[config.mk]
export PLATFORM = sky130hd
export DESIGN_NAME = multicycle_control
export DESIGN_NICKNAME = d
export VERILOG_FILES = /design/src/rtl/multicycle_control.sv
export SDC_FILE = /design/constraint.sdc
export NUM_CORES = 1
export LEC_CHECK = 0
export ABC_AREA = 1
export ABC_CLOCK_PERIOD_IN_PS = 2700
export BUFFER_PORTS_ARGS = -buffer_cell sky130_fd_sc_hd__buf_2
export CAP_MARGIN = 25
export CORE_ASPECT_RATIO = 1.1
export CORE_UTILIZATION = 23
export CTS_BUF_LIST = sky130_fd_sc_hd__clkbuf_8
export CTS_CLUSTER_SIZE = 28
export DETAILED_ROUTE_END_ITERATION = 8
export PLACE_DENSITY_LB_ADDON = 0.25
export SYNTH_ARGS = -nofsm -noshare
export SYNTH_HDL_FRONTEND = slang
export SYNTH_SLANG_ARGS = --single-unit
[constraint.sdc]
create_clock -name clk -period 2.7 [get_ports clk]
set_input_delay 0.54 -clock clk [delete_from_list [all_inputs] [get_ports clk]]
set_output_delay 0.54 -clock clk [all_outputs]
set_load 0.03 [all_outputs]
[src/rtl/multicycle_control.sv]
// Multi-cycle instruction sequencer: walks each instruction through
// fetch, decode, execute, memory and write-back, and drives the shared
// datapath control fields from the opcode latched during decode.
// Memory waits in IF and MEM are guarded by a not-ready timeout that
// parks the controller in ERR until reset.
//
//   state | meaning
//   ------+-------------------------------------------------------------
//   IF    | fetch via memory, PC += 4 and IR load when memory is ready
//   ID    | latch opcode, reject unknown opcodes
//   EX    | ALU computes R-type result, immediate result or address
//   MEM   | data memory read (lw) or write (sw), waits on mem_ready
//   WB    | register file write, instruction retires
//   ERR   | memory timeout seen, absorbing until reset
module multicycle_control #(
  parameter int OPCODE_W    = 6,
  parameter int OP_RTYPE    = 4,
  parameter int OP_ADDIU    = 12,
  parameter int OP_SUBIU    = 13,
  parameter int OP_SW       = 16,
  parameter int OP_LW       = 17,
  parameter int MEM_TIMEOUT = 16,
  parameter int TO_W        = 8
) (
  input  logic                clk,
  input  logic                rst,
  input  logic [OPCODE_W-1:0] OpCode,
  input  logic                mem_ready,
  output logic                PCWrite,
  output logic                IRWrite,
  output logic                IorD,
  output logic                RegWrite,
  output logic                RegDst,
  output logic                ALUSrcA,
  output logic                MemRead,
  output logic                MemWrite,
  output logic                MemtoReg,
  output logic [1:0]          ALUSrcB,
  output logic [1:0]          ALUOp,
  output logic [2:0]          state,
  output logic                instr_done,
  output logic                illegal_op,
  output logic                err
);

  typedef enum logic [2:0] {
    S_IF  = 3'd0,
    S_ID  = 3'd1,
    S_EX  = 3'd2,
    S_MEM = 3'd3,
    S_WB  = 3'd4,
    S_ERR = 3'd5
  } state_t;

  localparam logic [OPCODE_W-1:0] OPC_R   = OPCODE_W'(OP_RTYPE);
  localparam logic [OPCODE_W-1:0] OPC_ADD = OPCODE_W'(OP_ADDIU);
  localparam logic [OPCODE_W-1:0] OPC_SUB = OPCODE_W'(OP_SUBIU);
  localparam logic [OPCODE_W-1:0] OPC_SW  = OPCODE_W'(OP_SW);
  localparam logic [OPCODE_W-1:0] OPC_LW  = OPCODE_W'(OP_LW);

  // Timeout compare value; meaningless (and unused) when the timeout is disabled.
  localparam bit              TO_EN   = (MEM_TIMEOUT != 0);
  localparam logic [TO_W-1:0] TO_LAST = TO_W'(MEM_TIMEOUT - 1);

  state_t              curState, nextState;
  logic [OPCODE_W-1:0] opQ;
  logic [TO_W-1:0]     toCnt;
  logic                timedOut;
  logic                knownOp;
  logic                waitState;

  assign knownOp = (OpCode == OPC_R)   || (OpCode == OPC_ADD) ||
                   (OpCode == OPC_SUB) || (OpCode == OPC_SW)  ||
                   (OpCode == OPC_LW);

  assign waitState = (curState == S_IF) || (curState == S_MEM);
  assign timedOut  = TO_EN && waitState && (toCnt == TO_LAST) && !mem_ready;

  // State register.
  always_ff @(posedge clk or posedge rst) begin
    if (rst) curState <= S_IF;
    else     curState <= nextState;
  end

  // Opcode latch, loaded only while decoding.
  always_ff @(posedge clk or posedge rst) begin
    if (rst)                   opQ <= '0;
    else if (curState == S_ID) opQ <= OpCode;
  end

  // Counts consecutive not-ready cycles spent in one wait state.
  always_ff @(posedge clk or posedge rst) begin
    if (rst)
      toCnt <= '0;
    else if (!waitState || mem_ready || (nextState != curState))
      toCnt <= '0;
    else
      toCnt <= toCnt + 1'b1;
  end

  // Next-state and control decode; everything is held at 0 while rst is high.
  always_comb begin
    nextState  = curState;
    PCWrite    = 1'b0;
    IRWrite    = 1'b0;
    IorD       = 1'b0;
    RegWrite   = 1'b0;
    RegDst     = 1'b0;
    ALUSrcA    = 1'b0;
    MemRead    = 1'b0;
    MemWrite   = 1'b0;
    MemtoReg   = 1'b0;
    ALUSrcB    = 2'b00;
    ALUOp      = 2'b00;
    instr_done = 1'b0;
    illegal_op = 1'b0;
    err        = 1'b0;

    case (curState)
      S_IF: begin
        MemRead = 1'b1;
        ALUSrcB = 2'b01;
        ALUOp   = 2'b01;
        PCWrite = mem_ready;
        IRWrite = mem_ready;
        if (timedOut)       nextState = S_ERR;
        else if (mem_ready) nextState = S_ID;
      end
      S_ID: begin
        if (knownOp) begin
          nextState = S_EX;
        end else begin
          illegal_op = 1'b1;
          nextState  = S_IF;
        end
      end
      S_EX: begin
        ALUSrcA = 1'b1;
        case (opQ)
          OPC_R: begin
            ALUSrcB   = 2'b00;
            ALUOp     = 2'b10;
            nextState = S_WB;
          end
          OPC_ADD: begin
            ALUSrcB   = 2'b10;
            ALUOp     = 2'b01;
            nextState = S_WB;
          end
          OPC_SUB: begin
            ALUSrcB   = 2'b10;
            ALUOp     = 2'b00;
            nextState = S_WB;
          end
          OPC_LW, OPC_SW: begin
            ALUSrcB   = 2'b10;
            ALUOp     = 2'b01;
            nextState = S_MEM;
          end
          default: nextState = S_IF;
        endcase
      end
      S_MEM: begin
        IorD     = 1'b1;
        MemRead  = (opQ == OPC_LW);
        MemWrite = (opQ == OPC_SW);
        if (timedOut) begin
          nextState = S_ERR;
        end else if (mem_ready) begin
          if (opQ == OPC_SW) begin
            instr_done = 1'b1;
            nextState  = S_IF;
          end else begin
            nextState  = S_WB;
          end
        end
      end
      S_WB: begin
        RegWrite   = 1'b1;
        RegDst     = (opQ == OPC_R);
        MemtoReg   = (opQ == OPC_LW);
        instr_done = 1'b1;
        nextState  = S_IF;
      end
      S_ERR: begin
        err = 1'b1;
      end
      default: nextState = S_IF;
    endcase

    // Reset acts on the outputs immediately so an in-flight write is cut off.
    if (rst) begin
      PCWrite    = 1'b0;
      IRWrite    = 1'b0;
      IorD       = 1'b0;
      RegWrite   = 1'b0;
      RegDst     = 1'b0;
      ALUSrcA    = 1'b0;
      MemRead    = 1'b0;
      MemWrite   = 1'b0;
      MemtoReg   = 1'b0;
      ALUSrcB    = 2'b00;
      ALUOp      = 2'b00;
      instr_done = 1'b0;
      illegal_op = 1'b0;
      err        = 1'b0;
    end
  end

  assign state = rst ? 3'd0 : curState;

endmodule
==> results of run 1 <==
[through the flow]
stage | utilization (%) | power [W] | hold WS [ns]
after detailed placement | 28.5 | 0.000914 | 0.454
after floorplan | - | 0.000785 | 0.433
after CTS | 29.6 | 0.00111 | 0.463
after global routing | 29.6 | 0.00119 | 0.480
after global placement | 28.5 | 0.000915 | 0.450
final | 29.6 | 0.00109 | 0.460
[flip-flops by register name (all words and copies together) (netlist names)]
| name | flops |
|---|---|
| curState | 3 |
| opQ | 6 |
| toCnt | 8 |
[cell usage in the layout, fill, tap and decap left out, drive strengths merged, types with 2 or more instances in the layout]
| cell | instances |
|---|---|
| xor2 | 2 |
| o21ai | 10 |
| inv | 24 |
| nor4 | 2 |
| clkbuf | 3 |
| nor2 | 36 |
| nand3 | 12 |
| nand2 | 27 |
| buf | 28 |
| dfrtp | 17 |
| xnor2 | 2 |
| a21oi | 4 |
[final timing paths]
check | startpoint | endpoint | slack [ns] | cells after the start
setup / recovery | opQ[2] | ALUSrcB[1] | 0.48 | 6
hold / removal | toCnt[0] | toCnt[0] | 0.46 | 1
setup reg to reg | toCnt[0] | toCnt[0] | 1.20 | 8
hold reg to reg | toCnt[0] | toCnt[0] | 0.46 | 1
max in group asynchronous | rst | toCnt[6] | 1.81 | 2
min in group asynchronous | rst | toCnt[2] | 0.48 | 2
[layer usage]
metal	track usage, %	vias to the layer above	part of all wire [%]
li1	-	513	-
met1	13.8	420	50
met2	16.3	24	44
met3	2.20	2	5.2
met4	2.84	0	0.44
met5	0	-	0
[worst max-delay path: cells and delay by family, from the launching register on]
| kind | cells | cell delay [ns] |
|---|---|---|
| simple gates | 4 | 0.74 |
| buf+inv | 1 | 0.20 |
| compound gates | 1 | 0.07 |
| flops | 1 | 0.43 |
[power by group through the flow]
| stage | Combinational (W) | Clock, W | Sequential [W] |
|---|---|---|---|
| floorplan | 0.000389 | 0 | 0.000396 |
| global placement | 0.000501 | 0 | 0.000414 |
| detailed placement | 0.000498 | 0 | 0.000416 |
| CTS | 0.000500 | 0.000195 | 0.000411 |
| global route | 0.000560 | 0.000207 | 0.000420 |
| finish | 0.000492 | 0.000187 | 0.000411 |
[kinds of logic after synthesis]
group | share of synthesized area [%]
xor+xnor | 3.37
simple gates | 33.7
buf+inv | 10.4
fa+ha+maj | 1.20
flops | 41.0
mux | 1.08
compound gates | 9.28
[layout make-up]
type	count	share of cell area, %
clock buffers	3	3.23
clock inverters	1	0.392
inverters	24	7.05
multi-input cells	103	39.6
flip-flops and latches	17	33.3
well taps	54	5.29
repair buffers	28	11.2
==> results.tsv, run 1 <==
stage	metric	value	unit
run_status	status	completed	
die	design.portCount	28	
die	core	4320	sq um
timing	hold_fails_final_rpt	0	
pwr	power.switching_fraction	45.8	%
timing	timing_max_transition_violations_final	0	
drt	avgRoutedWirePerCell	9.94	um
timing	tmin_final	2.22	ns
drt	vias	959	
logic_synthesis	postSynthCellCount	147	
timing	finalClockSkew	0.00122	ns
logic_synthesis	yosys_warnings	0	
global_route	number_of_global_route_vias_before_repair	862	
place	numPortBuffers	27	
logic_synthesis	synth-main-ff-cell	dfrtp_1	
worst_setup_path	crit_chain	nor4_1, nand2_1, nand3_1, nand2_1, o21ai_1, buf_2	
worst_setup_path	endpoint_kind	primary output	
logic_synthesis	synth_top_cells_by_area	dfrtp_1 41%, nor2_1 12%, nand2_1 9.4%, inv_1 8.3%, nand3_1 5.3%	
min_path	hold_class	register to register	
logic_synthesis	count_of_flip_flops_with_a_built_in_enable_after_synthesis	0	
global_route	number_of_antenna_violations_at_the_first_check_in_global_routing	0	
run	max_cap_viol_count	0	
clock_tree	clkTransAtPathRegs	0.07	ns
worst_setup_path	cp_slowest_stage_delay	0.43	ns
pwr	power-per-cell-area	852	nW/um^2
worst_setup_path	critical_path.most_common_cell	nand2_1	
final_layout	drive_gt1_share	22.7	%
logic_synthesis	synth.distinct_cells	27	
logic_synthesis	combined_area_of_all_synthesized_cells	1040	sq um
clock_tree	cts_htree_levels	1	
worst_setup_path	crit_path_top_delay_cell	dfrtp_1	
clock_tree	clkSinkCount	17	
clock_tree	holdBufCountCts	0	
global_route	gr-total-overflow	0	
clock_tree	cts_tree	yes	
final_layout	final_cell_area	1280	sq um
place	hpwlAfterDp	1870	um
pwr	power.sequential.fraction	37.7	%
global_route	global_route.usage.total	10.2	%
drt	detailedRoute.firstPassIterationCount	4	
worst_setup_path	path_max_fanout	6	
drt	drcViolationCount	0	
drt	drt_iter0_markers	50	
place	detailed_place.area	1230	sq um
drt	final_ant_viol_nets	0	
logic_synthesis	synth_top_cell_area_share	41.0	%
final_layout	post_layout_nonfiller_instances	230	
worst_setup_path	crit_path_start_kind	register	
clock_tree	clk_latency	0.25	ns
logic_synthesis	synth-seq-area-share	41.0	%
worst_setup_path	crit_type	register to primary output	
timing	clock.fmax	0.450	GHz
timing	final_min_period_over_clock_period	82.3	%
worst_setup_path	critical_path_arrival	1.68	ns
timing	grt_setup_unrepaired	no	
die	die_area	4790	sq um
pwr	power.share.clock	17.2	%
clock_tree	numCtsBuffers	3	
timing	totalNegativeSetupSlack	0	ns
final_layout	design.final.nets	187	
drt	detail_route.vias_per_cell	4.17	
place	place.detailed.instances	226	
clock_tree	cts_resized	0	
die	floorplan.rows	25	
pwr	static-leakage-power	0.664	nW
global_route	grt_start_max_net_pins	18	
worst_setup_path	cp.required	2.16	ns
place	globalplace.congestion	0.786	
pwr	pwr-share-comb	45.2	%
timing	slew_headroom	56.8	%
die	die_w	66.1	um
logic_synthesis	asyncSetResetFlopFracSynth	100	%
final_layout	area.sequential	425	sq um
final_layout	areaGrowthSynthToFinish	23.0	%
place	dpl_worst_slack	0.726	ns
logic_synthesis	postSynthRegisterBits	17	
die	die-height	72.5	um
clock_tree	postCtsSetupBuffers	0	
clock_tree	root_buffer	clkbuf_8	
logic_synthesis	synth.largest_area_cell	dfrtp_1	
logic_synthesis	synth_most_common_cell	nor2_1	
final_layout	multiInputGateArea	505	sq um
logic_synthesis	syn_avg_cell_area	7.06	sq um
timing	final_count_of_negative_setup_slack_endpoints	0	
timing	max_slew.worst_pin.slew	0.647	ns
final_layout	num-fill-cells	498	
drt	postRouteWirelength	2290	um
final_layout	antenna_cells_inserted	0	
timing	setup_ws	0.478	ns
die	start_util	24.1	%
global_route	grt_pass1_wl	3780	um
pwr	internal-power	0.000590	W
clock_tree	cts-root-to-sink-buffers	2	
pwr	ir_worst_vdd	286	uV
logic_synthesis	netlist_top_cells_count	34 x nor2_1, 26 x nand2_1, 23 x inv_1	
logic_synthesis	synth_nets	157	
pwr	total_switching_power	0.000499	W
(Power assumes the default switching activity.)
==> inputs of run 2 (changes only) <==
--- a/config.mk
+++ b/config.mk
@@ -6,7 +6,7 @@
 export NUM_CORES = 1
 export LEC_CHECK = 0
 export ABC_AREA = 1
-export ABC_CLOCK_PERIOD_IN_PS = 2700
+export ABC_CLOCK_PERIOD_IN_PS = 1880
 export BUFFER_PORTS_ARGS = -buffer_cell sky130_fd_sc_hd__buf_2
 export CAP_MARGIN = 25
 export CORE_ASPECT_RATIO = 1.1
==> constraint.sdc (replaced) <==
create_clock -name clk -period 1.88 [get_ports clk]
set_input_delay 0.376 -clock clk [delete_from_list [all_inputs] [get_ports clk]]
set_output_delay 0.376 -clock clk [all_outputs]
set_load 0.03 [all_outputs]
==> run 2 against run 1 <==
  * Sequential share of layout area fell by 4.9 points
  * Global-route usage grew 1.3 points
  * Highest routed layer unchanged
  * Hold slack got worse by 0.33 ns
  * Critical path depth did not move
  * Critical path type unchanged
  * Die area did not move
  * Via count increased by 7.1%
  * First-iteration DRC count shrank 10%
  * Non-clock buffer count up 10
  * Combinational power up 95%
  * Clock skew increased by 0.0017 ns
  * Clock power rose by 40%
==> results.tsv, run 2 (synthesis results as in run 1) <==
stage	metric	value	unit	change
pwr	static-leakage-power	0.731	nW	+10%
final_layout	drive_gt1_share	40.9	%	+18 points
timing	finalClockSkew	0.00293	ns	+0.00172 ns
worst_setup_path	cp.required	1.50	ns	-0.66 ns
global_route	met2_usage	20.2	%	+3.9 points
timing	final_count_of_negative_setup_slack_endpoints	0		unchanged
clock_tree	holdBufCountCts	0		unchanged
clock_tree	clkSinkCount	17		unchanged
global_route	gr-total-overflow	0		unchanged
die	design.portCount	28		unchanged
run	max_cap_viol_count	0		unchanged
worst_setup_path	r2r.worst_path.cells	9		+1
pwr	internal-power	0.000994	W	+68%
clock_tree	clk_latency	0.25	ns	about the same
worst_setup_path	r2r_start	opQ[2]		
clock_tree	cts_htree_levels	1		unchanged
die	start_util	24.1	%	unchanged
timing	final_min_period_over_clock_period	98.3	%	
pwr	power-per-cell-area	1220	nW/um^2	+44%
final_layout	max_ffs_per_register	8		unchanged
worst_setup_path	timing.rr.end	toCnt[2]		
drt	detail_route.vias_per_cell	4.28		+2.6%
worst_setup_path	endpoint_kind	primary output		
clock_tree	clkTransAtPathRegs	0.06	ns	about the same
timing	hold_fails_final_rpt	0		unchanged
worst_setup_path	critical_path.most_common_cell	nand2_2		
pwr	power.share.clock	14.1	%	-3.1 points
place	globalplace.congestion	0.733		-6.8%
pwr	power.switching_fraction	46.4	%	+0.66 points
die	core	4320	sq um	unchanged
timing	slew_headroom	81.9	%	+25 points
timing	fin_hold_ws	0.126	ns	-0.334 ns
worst_setup_path	path_max_fanout	5		-1
final_layout	commonest_cells_after_routing_fill_and_taps_aside	25 x nor2_1, 23 x nand2_1, 20 x inv_1		
timing	tmin_final	1.85	ns	
final_layout	biggestRegsByFlops	toCnt (8), opQ (6), curState (3)		
timing	clock.fmax	0.541	GHz	
final_layout	final_cell_area	1520	sq um	+19%
global_route	global_route.usage.total	11.5	%	+1.3 points
worst_setup_path	crit_path_start_kind	register		
global_route	busiest_grt_layer	met2		
pwr	ir_worst_vdd	254	uV	-11%
drt	final_ant_viol_nets	0		unchanged
global_route	number_of_antenna_violations_at_the_first_check_in_global_routing	0		unchanged
run_status	status	completed		
place	hpwlAfterDp	1890	um	+0.68%
drt	postRouteWirelength	2500	um	+9.4%
global_route	number_of_global_route_vias_before_repair	992		+15%
die	floorplan.rows	25		unchanged
worst_setup_path	cp_slowest_stage_delay	0.46	ns	+0.03 ns
place	detailed_place.area	1290	sq um	+4.6%
timing	max_slew.worst_pin.slew	0.270	ns	-0.377 ns
global_route	grt_pass1_wl	4240	um	+12%
final_layout	layout.cells.most_common	nor2_1		
drt	avgRoutedWirePerCell	10.4	um	+4.8%
worst_setup_path	crit_chain	nor4_4, nand2_2, nand3_2, nand2_2, o21ai_2, buf_6		
global_route	use_met3	2.36	%	+0.16 points
drt	drcViolationCount	0		unchanged
clock_tree	root_buffer	clkbuf_8		
timing	grt_setup_unrepaired	yes		
global_route	gr-usage-met1	13.7	%	-0.097 points
worst_setup_path	crit_type	register to primary output		
final_layout	top_register	toCnt		
die	die_w	66.1	um	unchanged
worst_setup_path	critical_path_arrival	1.47	ns	-0.21 ns
clock_tree	numCtsBuffers	3		unchanged
final_layout	areaGrowthSynthToFinish	46.0	%	
global_route	grt_start_max_net_pins	15		-3
worst_setup_path	critical_path.startpoint	opQ[5]		
final_layout	antenna_cells_inserted	0		unchanged
clock_tree	cts_tree	yes		
pwr	total_switching_power	0.000862	W	+73%
pwr	pwr-share-comb	51.8	%	+6.6 points
min_path	hold_class	primary input to async pin		
worst_setup_path	cpLargestDelayFamily	simple AND/OR/NAND/NOR gates		
worst_setup_path	ff2ff_setup_slack	0.30	ns	-0.90 ns
worst_setup_path	worst-path-buf-inv	1		unchanged
pwr	power.sequential.fraction	34.1	%	-3.6 points
clock_tree	cts-root-to-sink-buffers	2		unchanged
final_layout	design.final.nets	197		+5.3%
worst_setup_path	crit_path_top_delay_cell	dfrtp_2		
die	die_area	4790	sq um	unchanged
timing	timing_max_transition_violations_final	0		unchanged
drt	drt_iter0_markers	45		-10%
die	die-height	72.5	um	unchanged
place	numPortBuffers	27		unchanged
drt	vias	1027		+7.1%
drt	detailedRoute.firstPassIterationCount	4		unchanged
[run 2: changes by cell type in the layout (fill, tap and decap cells not counted), sizes merged]
cell and delta:
inv +1, clkinv -1, buf +9, clkbuf +1
[run 2: area by class of cell]
cell class                      count  area [sq um]
Fill cell                         456          2800
Multi-Input combinational cell    103           618
Sequential cell                    17           430
Timing Repair Buffer               38           263
Inverter                           24          92.6
Tap cell                           54          67.6
Clock buffer                        3          41.3
Clock inverter                      1          3.75
[run 2: worst max-delay path by stage]
stage | end | slack [ns] | depth (start not counted)
floorplan | instr_done | -0.02 | 7
CTS | PCWrite | 0.005 | 7
finish | ALUSrcB[1] | 0.03 | 6
global placement | ALUSrcB[1] | 0.14 | 6
global route | ALUSrcB[1] | -0.06 | 6
detailed placement | ALUSrcB[1] | 0.08 | 6
[run 2: worst reg2reg max path: cells and delay by family (launching register included)]
kind            cells  cell delay, ns
compound gates      1            0.11
buf+inv             2            0.34
flops               1            0.41
simple gates        6            0.66
[run 2: layer usage]
metal  vias to the layer above  wire length (um)
met5                         -                 0
met4                         0                36
met3                         4               102
met2                        22              1200
met1                       466              1170
li1                        535                 -
[run 2: power groups by stage]
stage / Combinational [W] / Clock, W / Sequential (W)
6_report: 0.000961 / 0.000262 / 0.000632
5_1_grt: 0.00106 / 0.000283 / 0.000653
4_1_cts: 0.000871 / 0.000271 / 0.000598
3_5_place_dp: 0.000771 / 0 / 0.000583
3_3_place_gp: 0.000784 / 0 / 0.000581
2_1_floorplan: 0.000579 / 0 / 0.000568
[run 2: metrics by stage]
stage	util [%]	setup TNS, ns	worst slack, ns	power, W	instances
after floorplan	-	-0.0195	-0.0195	0.00115	147
after detailed placement	29.8	0	0.0771	0.00135	229
after CTS	32.8	0	0.00508	0.00174	237
final	35.1	0	0.0328	0.00186	240
after global placement	29.8	0	0.142	0.00136	229
after global routing	35.1	-0.278	-0.0616	0.00199	240
[run 2: repair_timing]
action / CTS / global route
setup endpoints to repair: 6 / 11
pin swaps: 4 / 7
setup buffers: 4 / 3
endpoints found under the hold margin: 0 / 0
gates resized for setup: 14 / 28
